===== config.mk =====
export PLATFORM = sky130hd
export DESIGN_NAME = dmux_stream
export DESIGN_NICKNAME = d
export VERILOG_FILES = /design/src/rtl/dmux_pkg.sv /design/src/rtl/dmux_out_reg.sv /design/src/rtl/dmux_stream.sv
export SDC_FILE = /design/constraint.sdc
export NUM_CORES = 1
export LEC_CHECK = 0
export ABC_CLOCK_PERIOD_IN_PS = 2400
export CORE_UTILIZATION = 38
export DETAILED_ROUTE_END_ITERATION = 16
export PLACE_DENSITY = 0.71
export SLEW_MARGIN = 20
export SYNTH_ARGS = -nofsm -noshare
export SYNTH_HDL_FRONTEND = slang
export SYNTH_SLANG_ARGS = --single-unit

===== constraint.sdc =====
create_clock -name clk -period 2.4 [get_ports clk]
set_input_delay 0.48 -clock clk [delete_from_list [all_inputs] [get_ports clk]]
set_output_delay 0.48 -clock clk [all_outputs]
set_load 0.01 [all_outputs]

===== src/rtl/dmux_pkg.sv =====
// dmux_pkg: shared lock-state encoding and index helpers for dmux_stream
package dmux_pkg;
  typedef enum logic {ST_IDLE = 1'b0, ST_LOCKED = 1'b1} lock_st_t;
  function automatic int sel_w(input int n);
    return (n <= 1) ? 1 : $clog2(n);
  endfunction
  function automatic int slice_lo(input int k, input int dw);
    return k * dw;
  endfunction
endpackage


===== src/rtl/dmux_out_reg.sv =====
// dmux_out_reg: one-entry valid/ready output buffer for a single channel
module dmux_out_reg #(
  parameter int DW = 8
) (
  input  logic          clk,
  input  logic          rst,
  input  logic          load,
  input  logic [DW-1:0] data,
  input  logic          last,
  output logic          out_valid,
  input  logic          out_ready,
  output logic [DW-1:0] out_data,
  output logic          out_last
);
  // a load wins over a drain so a same-cycle drain+load keeps the channel full
  always_ff @(posedge clk or posedge rst) begin
    if (rst) begin
      out_valid <= 1'b0;
      out_data  <= '0;
      out_last  <= 1'b0;
    end else if (load) begin
      out_valid <= 1'b1;
      out_data  <= data;
      out_last  <= last;
    end else if (out_ready) begin
      out_valid <= 1'b0;
    end
  end
endmodule


===== src/rtl/dmux_stream.sv =====
// dmux_stream: 1-to-N_CH valid/ready demux; DMUX_PKT_LOCK_EN locks the select per packet
module dmux_stream
  import dmux_pkg::*;
#(
  parameter  int N_CH = 4,
  parameter  int DW   = 8,
  localparam int SW   = sel_w(N_CH)
) (
  input  logic               clk,
  input  logic               rst,
  input  logic               in_valid,
  output logic               in_ready,
  input  logic [DW-1:0]      in_data,
  input  logic [SW-1:0]      in_sel,
  input  logic               in_last,
  output logic [N_CH-1:0]    out_valid,
  input  logic [N_CH-1:0]    out_ready,
  output logic [N_CH*DW-1:0] out_data,
  output logic [N_CH-1:0]    out_last,
  output logic               drop_err
);
  logic [SW-1:0]   esel;
  logic            oor;
  logic            acc;
  logic [N_CH-1:0] load;
`ifdef DMUX_PKT_LOCK_EN
  lock_st_t      st;
  logic [SW-1:0] lock_sel;
  assign esel = (st == ST_LOCKED) ? lock_sel : in_sel;
  // first non-last beat of a packet pins the channel until its last beat
  always_ff @(posedge clk or posedge rst) begin
    if (rst) begin
      st       <= ST_IDLE;
      lock_sel <= '0;
    end else if (acc) begin
      if (st == ST_IDLE && !in_last) begin
        st       <= ST_LOCKED;
        lock_sel <= in_sel;
      end else if (st == ST_LOCKED && in_last) begin
        st <= ST_IDLE;
      end
    end
  end
`else
  assign esel = in_sel;
`endif
  assign oor      = int'(esel) >= N_CH;
  assign in_ready = oor || !out_valid[esel] || out_ready[esel];
  assign acc      = in_valid && in_ready;
  assign load     = (acc && !oor) ? (N_CH'(1) << esel) : '0;
  // out-of-range beats are swallowed and flagged for one cycle
  always_ff @(posedge clk or posedge rst) begin
    if (rst) drop_err <= 1'b0;
    else     drop_err <= acc && oor;
  end
  for (genvar k = 0; k < N_CH; k++) begin : g_ch
    dmux_out_reg #(.DW(DW)) u_reg (
      .clk      (clk),
      .rst      (rst),
      .load     (load[k]),
      .data     (in_data),
      .last     (in_last),
      .out_valid(out_valid[k]),
      .out_ready(out_ready[k]),
      .out_data (out_data[slice_lo(k, DW) +: DW]),
      .out_last (out_last[k])
    );
  end
endmodule


==> results.md, run 1 <==
* Status: finished, final reports clean
* Library cells used by synthesis at 19
* Top cell type's share of synthesized area at 59.4%
* Io pins at 60
* Static Leak at 1.05 nW
* Initial Util at 41.0%
* Vias at 1054
* Cell Rows at 23
* Hold depth at 1
* Wirelength per Cell at 15.6 um
* Top_reg_cell synth: dfrtp_1
* Die Height at 68.6 um
* Gpl congestion at 0.725
* Initial antenna violation count at 0
* Insertion delay to the later sink of the worst-skew pair at 290 ps
* Setup Crit Path Kind: in2out
* Core area at 4120 um2
* Diodes inserted at 0
* Clock transition time at the flip-flop clock pins of the worst setup and hold paths at 70 ps
* Vias in the first global route at 1105
* Mapped Nets at 126
* Starting DRT DRC Count at 25
* Max-slew violations at 0
* Hold Vio Cnt, Final at 0
* Cell area after synthesis at 1690 um2
* Area delta synth->final at 41.9%
* Layout cells sized above 1 at 32.5%
* Util after Layout at 58.1%
* Remaining Overflow, GRT at 0
* Unrepaired setup endpoints after global routing: false
* Ranking of synthesized cells by instance count: dfrtp_1, mux2_2, buf_4
* Post-DR vias/cell at 4.81
* Fin nets at 187
* Syn Inst Count at 108
* Global-route wire length before repair at 5300 um
* VDD IR max at 0.504 mV
* Root Buffer: clkbuf_8
* Synth area leader: dfrtp_1
* GRT Util Overall at 16.6%
* Number of synthesized flops with an enable pin at 0
* CTS sink cnt at 40
* Top-count cell post-synth: dfrtp_1
* Largest net degree at the start of global routing at 41
* Seq/Total Area, Yosys at 59.4%
* Number of remaining DRC errors at 0
* PD cells at 803 nW/um2
* Critical Path Fanout Max at 3
* Critical Path RT at 1920 ps
* CTS tree: built
* Die width at 68.6 um
* Overall Power at 1.92 mW
* Cts bufs inserted at 5
* Cell Count, Final, Fillers Out at 219
* Type of origin of the critical path: primary input
* Drt pass-1 iters at 2
* # hold bufs at CTS at 0
* IO Port Bufs at 58
* Final setup violation count at 0
* HPWL after DPL at 2490 um
* Die area at 4710 um2
* Post-Route WL at 3410 um
* Final worst-path cycle share at 97.6%
* Antenna viol nets, final at 0
* Fmax at 427 MHz
* Synth warn at 0
* Worst hold slack at 503 ps
* Placed cell count at 212
* Buffer depth of the longest clock path at 2
* Worst setup EP type: primary output
* Arrival time at the worst endpoint at 1860 ps
* Fin crit period at 2340 ps
* Worst Skew at 2.04 ps
* Count of state elements after synthesis at 40
* FF-to-FF path depth at 5
* Top cells by area, synth: dfrtp_1, mux2_2, mux2_4
* Worst hold path class: reg2reg
* Post-CTS setup buffer count at 0
* H-tree levels at 2
* FFs w/ async S/R, synth at 100%
* Mean Syn Cell Area at 15.6 um2
* Max-Cap Viols at 0
-- state kept, by name, summed over array words and instances, names as in the netlist --
signal                cells
g_ch.u_reg.out_valid      4
g_ch.u_reg.out_data      32
g_ch.u_reg.out_last       4
-- layout by cell type (no fill, tap or decap), types with 2 or more instances in the layout --
master	netlist	layout
mux2_4	9	9
nand2_1	5	5
mux2_2	26	26
buf_4	10	9
clkdlybuf4s50_1	0	56
nand2b_1	3	2
clkbuf_8	0	7
dfrtp_1	40	40
nand2b_4	1	2
-- worst max-delay path, stage by stage --
cell and delay [ps]:
clkdlybuf4s50_1 400, nand2b_1 170, mux4_1 510, dlygate4sd2_1 300
-- worst paths after layout --
check | startpoint | endpoint | slack (ps)
setup / recovery | out_ready[1] | in_ready | 60
hold / removal | g_ch[1].u_reg.out_last | g_ch[1].u_reg.out_last | 500
setup reg to reg | g_ch[2].u_reg.out_valid | g_ch[2].u_reg.out_data[0] | 990
hold reg to reg | g_ch[1].u_reg.out_last | g_ch[1].u_reg.out_last | 500
max in group asynchronous | rst | g_ch[2].u_reg.out_data[4] | 1450
min in group asynchronous | rst | g_ch[2].u_reg.out_data[3] | 610
-- cell type report --
cell class	count	area [um2]
Fill cell	346	1720
Timing Repair Buffer	67	649
Tap cell	50	62.6
Multi-Input combinational cell	54	579
Inverter	1	3.75
Sequential cell	40	1000
Clock buffer	7	96.3
-- timing repair --
action                                 CTS  global route
setup endpoints to repair                1             1
pin swaps                                0             0
gates resized for setup                  1             2
endpoints found under the hold margin    0             0
-- layer usage --
metal  GRT usage (%)  up-vias  routed length, um
met3            4.77        7                198
met1            19.5      531               1430
met5               0        -                  0
met2            27.3       38               1720
met4            8.59        0                 59
li1                -      478                  -
-- metrics by stage --
step	TNS [ps]	instance area (um2)	setup slack, ps
after floorplan	0	1690	755
after global placement	-151	2290	-151
after detailed placement	-181	2290	-181
after CTS	0	2380	11.6
after global routing	0	2390	17.0
final	0	2390	57.8
-- power breakdown --
group	internal, mW	leakage [nW]	switching [mW]
combinational	0.379	0.518	0.192
sequential	0.808	0.478	0.0789
clock	0.256	0.0503	0.208
-- cell families after synthesis --
| family | Yosys count | synth area share, % |
|---|---|---|
| other | 1 | 0.223 |
| AO/OA/AOI/OAI | 1 | 0.297 |
| flip-flops | 40 | 59.4 |
| buffers and inverters | 14 | 6.68 |
| multiplexers | 37 | 27.6 |
| AND/OR/NAND/NOR | 15 | 5.79 |
No activity file was read; power rests on OpenSTA's default activity.
==> run 2: changes to the inputs <==
--- a/config.mk
+++ b/config.mk
@@ -6,6 +6,7 @@
 export NUM_CORES = 1
 export LEC_CHECK = 0
 export ABC_CLOCK_PERIOD_IN_PS = 2400
+export CAP_MARGIN = 20
 export CORE_UTILIZATION = 38
 export DETAILED_ROUTE_END_ITERATION = 16
 export PLACE_DENSITY = 0.71
==> results of run 2 <==
The final DEF is identical to that of run 1; final timing and power are the same.
==> run 3: changes to the inputs <==
--- a/config.mk
+++ b/config.mk
@@ -9,7 +9,10 @@
 export CAP_MARGIN = 20
 export CORE_UTILIZATION = 38
 export DETAILED_ROUTE_END_ITERATION = 16
+export MAX_ROUTING_LAYER = met4
 export PLACE_DENSITY = 0.71
+export REMOVE_ABC_BUFFERS = 1
+export SETUP_SLACK_MARGIN = 0.15
 export SLEW_MARGIN = 20
 export SYNTH_ARGS = -nofsm -noshare
 export SYNTH_HDL_FRONTEND = slang
==> run 3 against run 2 <==
Net effect: clock skew grew 4.9 ps; critical endpoint unchanged; critical path type unchanged; final area is 0.21% higher; sequential power shrank 0.8%; count of clock-buffer cells in the layout decreased by 1.
==> results.md, run 3 (same netlist as run 1, synthesis figures left out) <==
* Status: finished, final reports clean (unchanged)
* PD cells at 802 nW/um2 (was 803 nW/um2)
* Arrival time at the worst endpoint at 1680 ps (was 1860 ps)
* FF-to-FF path depth at 5 (unchanged)
* Max-Cap Viols at 0 (unchanged)
* GRT Util Overall at 17.5% (was 16.6%)
* Cell depth of the worst setup path at 4 (unchanged)
* Vias at 1065 (was 1054)
* Initial antenna violation count at 0 (unchanged)
* Worst setup EP type: primary output (unchanged)
* GRT busiest layer: met2 (unchanged)
* Fin crit period at 2160 ps (was 2340 ps)
* Insertion delay to the later sink of the worst-skew pair at 290 ps (about the same)
* Remaining Overflow, GRT at 0 (unchanged)
* Root Buffer: clkbuf_8 (unchanged)
* Critical Path RT at 1920 ps (about the same)
* HPWL after DPL at 2600 um (was 2490 um)
* Final setup violation count at 0 (unchanged)
* Die area at 4710 um2 (unchanged)
* CTS tree: built (unchanged)
* Commonest non-fill, non-tap cell in the layout: clkdlybuf4s50_1 (unchanged)
* Fmax at 463 MHz (was 427 MHz)
* H-tree levels at 2 (unchanged)
* Met3 Use GR at 4.11% (was 4.77%)
* Final WS setup at 240 ps (was 57.8 ps)
* Worst hold path class: reg2reg (unchanged)
* GRT met2 Usage at 29.7% (was 27.3%)
* Area delta synth->final at 42.2% (was 41.9%)
* Antenna viol nets, final at 0 (unchanged)
* Clock transition time at the flip-flop clock pins of the worst setup and hold paths at 70 ps (about the same)
* Biggest regs: g_ch.u_reg.out_data x32, g_ch.u_reg.out_last x4, g_ch.u_reg.out_valid x4 (unchanged)
* Bufs and invs on worst path at 2 (unchanged)
* Final design area excluding fillers at 2400 um2 (was 2390 um2)
* Cells along the critical path: clkdlybuf4s50_1 -> nand2b_1 -> mux4_1 -> buf_2 (was clkdlybuf4s50_1 -> nand2b_1 -> mux4_1 -> dlygate4sd2_1)
* Fin nets at 190 (was 187)
* Type of origin of the critical path: primary input (unchanged)
* Commonest non-fill, non-tap cells in the layout: clkdlybuf4s50_1, dfrtp_1, mux2_2, buf_4, mux2_4 (was clkdlybuf4s50_1, dfrtp_1, mux2_2, mux2_4, buf_4)
* Io pins at 60 (unchanged)
* Die width at 68.6 um (unchanged)
* Starting DRT DRC Count at 91 (was 25)
* Util after Layout at 58.3% (was 58.1%)
* Post-Route WL at 3620 um (was 3410 um)
* IO Port Bufs at 58 (unchanged)
* Top reg by flops: g_ch.u_reg.out_data (unchanged)
* Core area at 4120 um2 (unchanged)
* VDD IR max at 0.383 mV (was 0.504 mV)
* Number of remaining DRC errors at 0 (unchanged)
* Unrepaired setup endpoints after global routing: false (unchanged)
* Worst Skew at 6.92 ps (was 2.04 ps)
* Max reg flops at 32 (unchanged)
* Initial Util at 41.0% (unchanged)
* Met1 usage at 19.6% (was 19.5%)
* Max-slew headroom at 66.3%
* Vias in the first global route at 1075 (was 1105)
* Place WS at -93.2 ps (was -181 ps)
* Die Height at 68.6 um (unchanged)
* Setup Crit Path Kind: in2out (unchanged)
* Final worst-path cycle share at 90.0% (was 97.6%)
* Max-slew violations at 0 (unchanged)
* Drt pass-1 iters at 4 (was 2)
* Static Leak at 1.05 nW (about the same)
* Area post-placement at 2310 um2 (was 2290 um2)
* Diodes inserted at 0 (unchanged)
* Hold Vio Cnt, Final at 0 (unchanged)
* Slew @ Worst Pin at 505 ps
* CP max stage delay at 490 ps (was 510 ps)
* Crit path max-delay family: buffers and inverters (unchanged)
* CTS sink cnt at 40 (unchanged)
* Cts bufs inserted at 5 (unchanged)
* Global-route wire length before repair at 5460 um (was 5300 um)
* Largest net degree at the start of global routing at 41 (unchanged)
* Wirelength per Cell at 16.2 um (was 15.6 um)
* Cell Rows at 23 (unchanged)
* Critical Path Fanout Max at 3 (unchanged)
* Layout cells sized above 1 at 34.1% (was 32.5%)
* Post-DR vias/cell at 4.78 (was 4.81)
* Gpl congestion at 0.735 (was 0.725)
* Hold depth at 1 (unchanged)
* Buffer depth of the longest clock path at 2 (unchanged)
* Crit-path slowest cell: mux4_1 (unchanged)
-- run 3: cell count changes in the layout (fill, tap and decap cells not counted) --
cell             before  now
nand2b_1              2    3
nand2b_4              2    1
clkbuf_8              7    6
buf_4                 9   12
clkinv_2              0    2
dlymetal6s2s_1        1    0
buf_2                 0    1
dlygate4sd2_1         1    0
clkdlybuf4s50_1      56   57
-- run 3: layout make-up --
cell class              count  area [um2]
fillers                   336        1720
flip-flops and latches     40        1000
clock inverters             2        10.0
well taps                  50        62.6
multi-input cells          54         572
repair buffers             70         666
clock buffers               6        82.6
inverters                   1        3.75
-- run 3: stage by stage --
stage               total power [mW]  hold slack, ps  setup TNS, ps  cells
finish                          1.92             507              0    223
CTS                             1.95             511              0    223
floorplan                       1.12             529              0     95
global placement                1.46             470          -93.6    215
detailed placement              1.49             494          -93.2    215
global route                    2.01             528              0    223
-- run 3: final timing paths --
| check | start | end | slack (ps) |
|---|---|---|---|
| setup / recovery | out_ready[1] | in_ready | 240 |
| hold / removal | g_ch[0].u_reg.out_data[1] | g_ch[0].u_reg.out_data[1] | 510 |
| setup reg to reg | g_ch[3].u_reg.out_valid | g_ch[3].u_reg.out_data[1] | 990 |
| hold reg to reg | g_ch[0].u_reg.out_data[1] | g_ch[0].u_reg.out_data[1] | 510 |
| max in group asynchronous | rst | g_ch[2].u_reg.out_valid | 1430 |
| min in group asynchronous | rst | g_ch[3].u_reg.out_data[6] | 620 |
-- run 3: repair_timing --
action | CTS | global route
buffers inserted | 0 | 0
endpoints found under the setup margin | 1 | 0
hold buffers | 0 | 0
resized for setup | 4 | 0
-- run 3: worst register-to-register path: cells and delay by family, from the launching register on --
family	cells	cell delay [ps]
buffers and inverters	2	320
and+or+nand+nor	2	270
DFF	1	380
muxes	1	340
-- run 3: metal layers --
| layer | wire length [um] | share of wire (%) | vias to the layer above |
|---|---|---|---|
| met5 | 0 | 0 | - |
| met4 | 61 | 1.7 | 0 |
| met3 | 251 | 6.9 | 9 |
| met2 | 1770 | 49 | 45 |
| met1 | 1540 | 43 | 526 |
| li1 | - | - | 485 |
-- run 3: power by group --
part	internal, mW	leakage (nW)	switching, mW
Clock	0.229	0.0510	0.229
Sequential	0.807	0.478	0.0730
Combinational	0.381	0.517	0.203
Total	1.42	1.05	0.505
